## config.mk

```make
export PLATFORM = sky130hd
export DESIGN_NAME = bp_cfg_loader
export DESIGN_NICKNAME = d
export VERILOG_FILES = /design/src/rtl/bp_cfg_loader.sv
export SDC_FILE = /design/constraint.sdc
export NUM_CORES = 1
export LEC_CHECK = 0
export CORE_AREA = 2 2 77 109
export CTS_BUF_LIST = sky130_fd_sc_hd__clkbuf_8
export DETAILED_ROUTE_END_ITERATION = 7
export DIE_AREA = 0 0 79 111
export MAX_ROUTING_LAYER = met4
export PLACE_DENSITY_LB_ADDON = 0.12
export REMOVE_ABC_BUFFERS = 1
export SKIP_CTS_REPAIR_TIMING = 1
export SYNTH_ARGS = -nofsm -noshare
export SYNTH_HDL_FRONTEND = slang
export SYNTH_SLANG_ARGS = --single-unit
```

## constraint.sdc

```tcl
create_clock -name clk_i -period 2.04 [get_ports clk_i]
set_input_delay 0.204 -clock clk_i [delete_from_list [all_inputs] [get_ports clk_i]]
set_output_delay 0.204 -clock clk_i [all_outputs]
set_load 0.01 [all_outputs]
```

## src/rtl/bp_cfg_loader.sv

```systemverilog
// ----------------------------------------------------------------------------
// bp_cfg_loader: cfg-link boot sequencer (reset, freeze, modes, ucode, PC, go).
// Rev 1.0
// ----------------------------------------------------------------------------
`default_nettype none
`timescale 1ns/1ps

module bp_cfg_loader #(
  parameter int unsigned cfg_addr_width_p = 16,
  parameter int unsigned cfg_data_width_p = 32,
  parameter int unsigned ucode_els_p      = 256,
  parameter logic [63:0] start_pc_p       = 64'h8000_0000,
  parameter int unsigned icache_mode_p    = 1,
  parameter int unsigned dcache_mode_p    = 1,
  parameter int unsigned cce_mode_p       = 1,
  localparam int unsigned UC_ADDR_W = (ucode_els_p > 1) ? $clog2(ucode_els_p) : 1
) (
  input  logic                        clk_i,
  input  logic                        reset_n_i,
  input  logic                        start_i,
  output logic [UC_ADDR_W-1:0]        ucode_addr_o,
  output logic                        ucode_v_o,
  input  logic [cfg_data_width_p-1:0] ucode_data_i,
  output logic                        cfg_v_o,
  output logic [cfg_addr_width_p-1:0] cfg_addr_o,
  output logic [cfg_data_width_p-1:0] cfg_data_o,
  input  logic                        cfg_ready_i,
  output logic                        busy_o,
  output logic                        done_o
);

  localparam int unsigned AW    = cfg_addr_width_p;
  localparam int unsigned DW    = cfg_data_width_p;
  localparam int unsigned CNT_W = $clog2(ucode_els_p) + 1;

  localparam logic [AW-1:0] ADDR_RESET   = AW'(32'h0001);
  localparam logic [AW-1:0] ADDR_FREEZE  = AW'(32'h0002);
  localparam logic [AW-1:0] ADDR_ICACHE  = AW'(32'h0022);
  localparam logic [AW-1:0] ADDR_DCACHE  = AW'(32'h0042);
  localparam logic [AW-1:0] ADDR_CCE     = AW'(32'h0060);
  localparam logic [AW-1:0] ADDR_PC_LO   = AW'(32'h0040);
  localparam logic [AW-1:0] ADDR_PC_HI   = AW'(32'h0041);
  localparam logic [AW-1:0] ADDR_UC_BASE = AW'(32'h8000);

  typedef enum logic [3:0] {
    S_IDLE, S_RST1, S_FRZ1, S_RST0, S_ICM, S_DCM, S_UC_FETCH, S_UC_SEND,
    S_CCEM, S_PCLO, S_PCHI, S_FRZ0, S_DONE
  } state_e;

  state_e           state_q, state_d;
  logic             cfg_v_q, cfg_v_d;
  logic [AW-1:0]    addr_q, addr_d;
  logic [DW-1:0]    data_q, data_d;
  logic [CNT_W-1:0] cnt_q, cnt_d;
  logic             uc_first_q, uc_first_d;
  logic [1:0]       rst_sync_q;
  logic             rst_n;
  logic             xfer;
  logic             uc_last;

  // Assert asynchronously, release two clocks after reset_n_i rises.
  always_ff @(posedge clk_i or negedge reset_n_i) begin
    if (!reset_n_i) rst_sync_q <= 2'b00;
    else            rst_sync_q <= {rst_sync_q[0], 1'b1};
  end
  assign rst_n = rst_sync_q[1];

  assign xfer    = cfg_v_q & cfg_ready_i;
  assign uc_last = (cnt_q == CNT_W'(ucode_els_p - 1));

  always_ff @(posedge clk_i or negedge rst_n) begin
    if (!rst_n) begin
      state_q    <= S_IDLE;
      cfg_v_q    <= 1'b0;
      addr_q     <= '0;
      data_q     <= '0;
      cnt_q      <= '0;
      uc_first_q <= 1'b0;
    end else begin
      state_q    <= state_d;
      cfg_v_q    <= cfg_v_d;
      addr_q     <= addr_d;
      data_q     <= data_d;
      cnt_q      <= cnt_d;
      uc_first_q <= uc_first_d;
    end
  end

  always_comb begin
    state_d    = state_q;
    cfg_v_d    = cfg_v_q;
    addr_d     = addr_q;
    data_d     = data_q;
    cnt_d      = cnt_q;
    uc_first_d = 1'b0;
    unique case (state_q)
      S_IDLE, S_DONE: begin
        if (start_i) begin
          state_d = S_RST1;
          cfg_v_d = 1'b1;
          addr_d  = ADDR_RESET;
          data_d  = DW'(1);
          cnt_d   = '0;
        end
      end
      S_RST1: if (xfer) begin
        state_d = S_FRZ1; addr_d = ADDR_FREEZE; data_d = DW'(1);
      end
      S_FRZ1: if (xfer) begin
        state_d = S_RST0; addr_d = ADDR_RESET; data_d = DW'(0);
      end
      S_RST0: if (xfer) begin
        state_d = S_ICM; addr_d = ADDR_ICACHE; data_d = DW'(icache_mode_p);
      end
      S_ICM: if (xfer) begin
        state_d = S_DCM; addr_d = ADDR_DCACHE; data_d = DW'(dcache_mode_p);
      end
      S_DCM: if (xfer) begin
        state_d = S_UC_FETCH; cfg_v_d = 1'b0;
      end
      S_UC_FETCH: begin
        state_d    = S_UC_SEND;
        cfg_v_d    = 1'b1;
        addr_d     = ADDR_UC_BASE | AW'(cnt_q);
        uc_first_d = 1'b1;
      end
      S_UC_SEND: begin
        // ROM data is only valid in the first send cycle; latch it for stalls.
        if (uc_first_q) data_d = ucode_data_i;
        if (xfer) begin
          if (uc_last) begin
            state_d = S_CCEM; addr_d = ADDR_CCE; data_d = DW'(cce_mode_p);
          end else begin
            state_d = S_UC_FETCH; cfg_v_d = 1'b0; cnt_d = cnt_q + CNT_W'(1);
          end
        end
      end
      S_CCEM: if (xfer) begin
        state_d = S_PCLO; addr_d = ADDR_PC_LO; data_d = DW'(start_pc_p[31:0]);
      end
      S_PCLO: if (xfer) begin
        state_d = S_PCHI; addr_d = ADDR_PC_HI; data_d = DW'(start_pc_p[63:32]);
      end
      S_PCHI: if (xfer) begin
        state_d = S_FRZ0; addr_d = ADDR_FREEZE; data_d = DW'(0);
      end
      S_FRZ0: if (xfer) begin
        state_d = S_DONE; cfg_v_d = 1'b0;
      end
      default: state_d = S_IDLE;
    endcase
  end

  assign ucode_v_o    = (state_q == S_UC_FETCH);
  assign ucode_addr_o = cnt_q[UC_ADDR_W-1:0];
  assign cfg_v_o      = cfg_v_q;
  assign cfg_addr_o   = addr_q;
  assign cfg_data_o   = (state_q == S_UC_SEND && uc_first_q) ? ucode_data_i : data_q;
  assign busy_o       = (state_q != S_IDLE) && (state_q != S_DONE);
  assign done_o       = (state_q == S_DONE);

endmodule

`default_nettype wire

```

# Word-level counts from Yosys, hierarchy flattened
# Cells that the tools add are included.
# op_classes
n_reduce_logical,18
eq_ne,31
addsub,1
bitwise_logic,1
muxes,42
# op_table
cell,n
32-bit 2-to-1 mux,8
32-bit case mux with 5 select lines,1
16-bit 2-to-1 mux,9
16-bit case mux with 9 select lines,1
4-bit 2-to-1 mux,12
4-bit case mux with 12 select lines,1
9-bit 2-to-1 mux,3
2-bit inequality test (second input constant),13
4-bit equality test (second input constant),5
9-bit case mux with 2 select lines,1
4-bit by 3-bit equality test with 1-bit output (second input constant),4
11-bit AND reduction,1
10-bit AND reduction,1
5-bit AND reduction,2
9-bit by 1-bit adder with 9-bit output (second input constant),1
9-bit by 8-bit equality test with 1-bit output (second input constant),1
9-bit nonzero test,1
4-bit by 2-bit equality test with 1-bit output (second input constant),2
2-bit by 1-bit inequality test with 1-bit output (second input constant),4
4-bit nonzero test,2
2-bit OR reduction,3
3-bit OR reduction,2
1-bit 2-to-1 mux,5
5-bit nonzero test,1
other kinds (8),9
# word_totals
reg_bits,65
inputBits,36
output_inout_bits,60
elab_cells,100

# Longest topological paths before layout
# logic_depth
ltp_word,4
mapped_depth,10
ltp_nobuf,10

# Worst setup path after synthesis
# OpenSTA, ideal clock, no wires.
# synth_timing
path_kind,reg2reg
startpoint,register cnt_q[0]
endpoint,register cnt_q[7]
synth_period_minus_slack_ns,2.520
n_path_buf,0
stages_incl_launch_ff,10
t_arrival_ns,2.391
required_time_ns,1.911
slack_ns,-0.480
path_cell_list,dfrtp_1 ha_1 and3_1 and3_1 and3_1 ha_1 or3_4 a2111oi_4 xnor2_1 nor2_1
# synth_between
elab_chain_len,4
elab_cells_between_ends,7
cone_classes,add/sub (1); eq/ne (2); mux (3); reduce/logical (1)
# synth_rtl
element,line,source
from (decl),54,"logic [CNT_W-1:0] cnt_q, cnt_d;"
from (signal assigned),84,cnt_q <= cnt_d;
9-bit by 1-bit adder with 9-bit output,134,state_d = S_UC_FETCH; cfg_v_d = 1'b0; cnt_d = cnt_q + CNT_W'(1);
9-bit 2-to-1 mux,131,if (uc_last) begin
9-bit 2-to-1 mux,130,if (xfer) begin
9-bit case mux with 2 select lines,96,unique case (state_q)
# Several ways; a longest one is shown, not always the timed one. The select of a mux whose other input is x is not followed.
# A chain may end at the register's enable or synchronous reset.

# Final worst setup path
# layout_timing
startpoint,register cnt_q[0]
endpoint,register data_q[13]
# layout_between
elab_chain_len,4
# layout_rtl
element,line,source
9-bit by 8-bit equality test with 1-bit output,69,assign uc_last = (cnt_q == CNT_W'(ucode_els_p - 1));
32-bit 2-to-1 mux,131,
32-bit 2-to-1 mux,130,
32-bit case mux with 5 select lines,96,
to (signal assigned),83,data_q <= data_d;
to (decl),53,"logic [DW-1:0] data_q, data_d;"
# Every way passes these cells.

==> qor.csv <==
stage,metric,value,unit
outcome,status,finished with violations,
outcome,failed_checks,negative setup slack,
routing,drc,0,
setup_path,critPathCaptureType,flip-flop,
global_routing,globalRouteOverflowTotal,0,
synth,synth-seq-cells,59,
floorplan,dieArea,8770,um2
setup_path,cp_slowest_stage_delay,380,ps
timing,fin_crit,2320,ps
synth,yosys.area.top_type_share,43.1,%
clock_network,cts_tree,built,
timing,finalHoldViolCount,0,
routing,drtIter0Drc,189,
setup_path,crit_chain,ha_2 > and3_4 > and3_4 > and3_4 > ha_4 > nand3_2 > nand2_2 > buf_4 > o211ai_4 > buf_12 > clkbuf_16 > a22o_1,
timing,timing.setup.tns,-12560,ps
layout,fin_nets,502,
pwr,intPower,3.57,mW
global_routing,grt_pass1_vias,2863,
clock_network,clock-sinks,59,
synth,synth_area_leader_cell,dfrtp_1,
setup_path,cp_slowest_cell,dfrtp_1,
timing,setup_viol,82,
floorplan,initial_core_util,43.3,%
pwr,clkPwrFrac,18.9,%
setup_path,arrival,2550,ps
layout,n_antenna_cell,0,
synth,syn-cell-area,3430,um2
synth,synth_cell_types,52,
setup_path,startpoint,cnt_q[0],
routing,viasPerCell,5.19,
routing,wl,9540,um
floorplan,boundaryPins,96,
layout,layout_common_cells,"dfrtp_1, clkdlybuf4s50_1, buf_4",
placed_design,dp_hpwl,6170,um
timing,rsz0062_at_grt,yes,
global_routing,antenna_found_initial,0,
placed_design,dp.cells,534,
pwr,peakVddDrop,0.670,mV
pwr,leakage,2.79,nW
synth,synth_ff_type,dfrtp_1,
setup_path,reg2reg_from,cnt_q[0],
worst_hold_path,min_path_type,input pin to asynchronous set/reset pin,
placed_design,globalplace.congestion,0.903,
timing,finClkSkew,7.46,ps
layout,final_common_cell,dfrtp_1,
synth,netlist_instances,316,
flow_run,cap_violations,0,
synth,synth-edff-count,0,
global_routing,track_usage,20.9,%
global_routing,busiest_layer,met2,
layout,instances_no_fill,566,
routing,wl_per_cell,16.8,um
clock_network,cts_buffer_depth,2,
pwr,swShare,36.8,%
timing,finalMaxSlewViolations,0,
global_routing,grt_pass1_wl,13900,um
floorplan,die_h,111,um
placed_design,place_area,4720,um2
pwr,seqPwrFrac,24.9,%
synth,async_flop_share,100,%
setup_path,critPathKind,flip-flop to flip-flop,
global_routing,grt_max_degree,50,
setup_path,cp.required,2270,ps
setup_path,crit_path_start_kind,flip-flop,
layout,syn_to_final_growth,54.5,%
routing,dr.pass1.iters,7,
pwr,combPwrFrac,56.1,%
synth,yosysSeqAreaShare,43.1,%
floorplan,rows,39,
setup_path,crit_family,simple AND/OR/NAND/NOR gates,
global_routing,grt_use_met2,32.1,%
layout,drive_gt1_share,38.1,%
layout,stdcell_area,5290,um2
clock_network,htreeDepth,3,
pwr,p_sw,2.07,mW
setup_path,worst-path-buf-inv,3,
routing,vias,2936,
setup_path,crit_fanout,8,
timing,fin_ws,-275,ps
routing,ant_nets,0,
layout,nFillCells,654,
setup_path,crit_top_cell,and3_4,
global_routing,met3_usage,5.54,%
timing,fin_crit_sh,113,%
clock_network,cts.clk_slew.worst_paths,70,ps
clock_network,clk_latency,350,ps
synth,synth.area.top_cells,"dfrtp_1, mux2_2, a22o_1, buf_4, mux2i_1",
floorplan,core-area,7910,um2
floorplan,fp.dieW,79,um
clock_network,cts_buffers,9,
global_routing,use_met1,25.8,%
clock_network,root_buffer,clkbuf_8,
synth,syn_avg_cell_area,10.8,um2
synth,ys_warn_count,0,
timing,maxClockFrequency,432,MHz
pwr,power_density,1070,nW/um2
placed_design,port_buffers,89,
[path summary, 6_finish.rpt]
kind	to	cells after the start	slack (ps)
hold / removal	rst_sync_q[0]	1	30
max in group asynchronous	cnt_q[1]	1	1410
hold reg to reg	data_q[7]	0	120
setup reg to reg	data_q[13]	12	-280
min in group clk_i	rst_sync_q[1]	0	350
setup / recovery	data_q[13]	12	-280
[state kept, by name, summed over array words and instances (netlist names)]
register    cells
cfg_addr_o     10
cfg_v_o         1
cnt_q           9
data_q         32
rst_sync_q      2
state_q         4
uc_first_q      1
[synthesized netlist by cell type, types with 6 or more instances]
| cell type | n |
|---|---|
| buf_4 | 17 |
| a22o_1 | 31 |
| nor2_1 | 15 |
| mux2i_1 | 9 |
| clkbuf_1 | 6 |
| inv_1 | 11 |
| mux2_2 | 35 |
| o21ai_0 | 14 |
| nand2_1 | 23 |
| a21oi_1 | 14 |
| buf_2 | 7 |
| dfrtp_1 | 59 |
| ha_1 | 7 |
[cells by family (layout without fill, tap and decap cells)]
| kind of cell | Yosys count | count (layout) | share of synthesized area (%) |
|---|---|---|---|
| AOI/OAI and AO/OA | 84 | 84 | 19.0 |
| and+or+nand+nor | 67 | 67 | 10.3 |
| DFF | 59 | 59 | 43.1 |
| muxes | 50 | 50 | 16.5 |
| buffers and inverters | 45 | 188 | 7.71 |
| adders and majority gates | 7 | 7 | 2.56 |
| other | 2 | 7 | 0.219 |
| xor gates and xnor gates | 2 | 2 | 0.511 |
[power groups by stage]
stage,registers (mW),logic (mW),clock network (mW)
global route,1.42,3.39,1.15
finish,1.41,3.17,1.07
detailed placement,1.41,2.57,0
CTS,1.39,2.58,1.09
floorplan,1.52,1.26,0
global placement,1.40,2.52,0
[routing by layer]
layer / wire (um) / up-vias
met4: 265 / 0
met1: 3790 / 1400
li1: - / 1411
met3: 524 / 23
met5: 0 / -
met2: 4960 / 102
[area by class of cell]
cell class | instances | area, um2 | area share, %
multi-input cells | 217 | 1850 | 34.9
well taps | 102 | 128 | 2.41
repair buffers | 160 | 1600 | 30.2
flip-flops and latches | 59 | 1480 | 27.9
clock buffers | 10 | 138 | 2.60
inverters | 12 | 45.0 | 0.851
clock inverters | 6 | 56.3 | 1.06
[metrics by stage]
step / power, mW / hold slack, ps / utilization, % / worst slack [ps]
after CTS: 5.06 / 10.2 / 62.2 / -572
final: 5.64 / 26.7 / 67.0 / -275
after global placement: 3.92 / 123 / 59.8 / -367
after global routing: 5.96 / 11.1 / 67.0 / -328
after floorplan: 2.78 / -91.6 / - / -1130
after detailed placement: 3.98 / 126 / 59.8 / -454
Power figures use the tool's default switching activity.
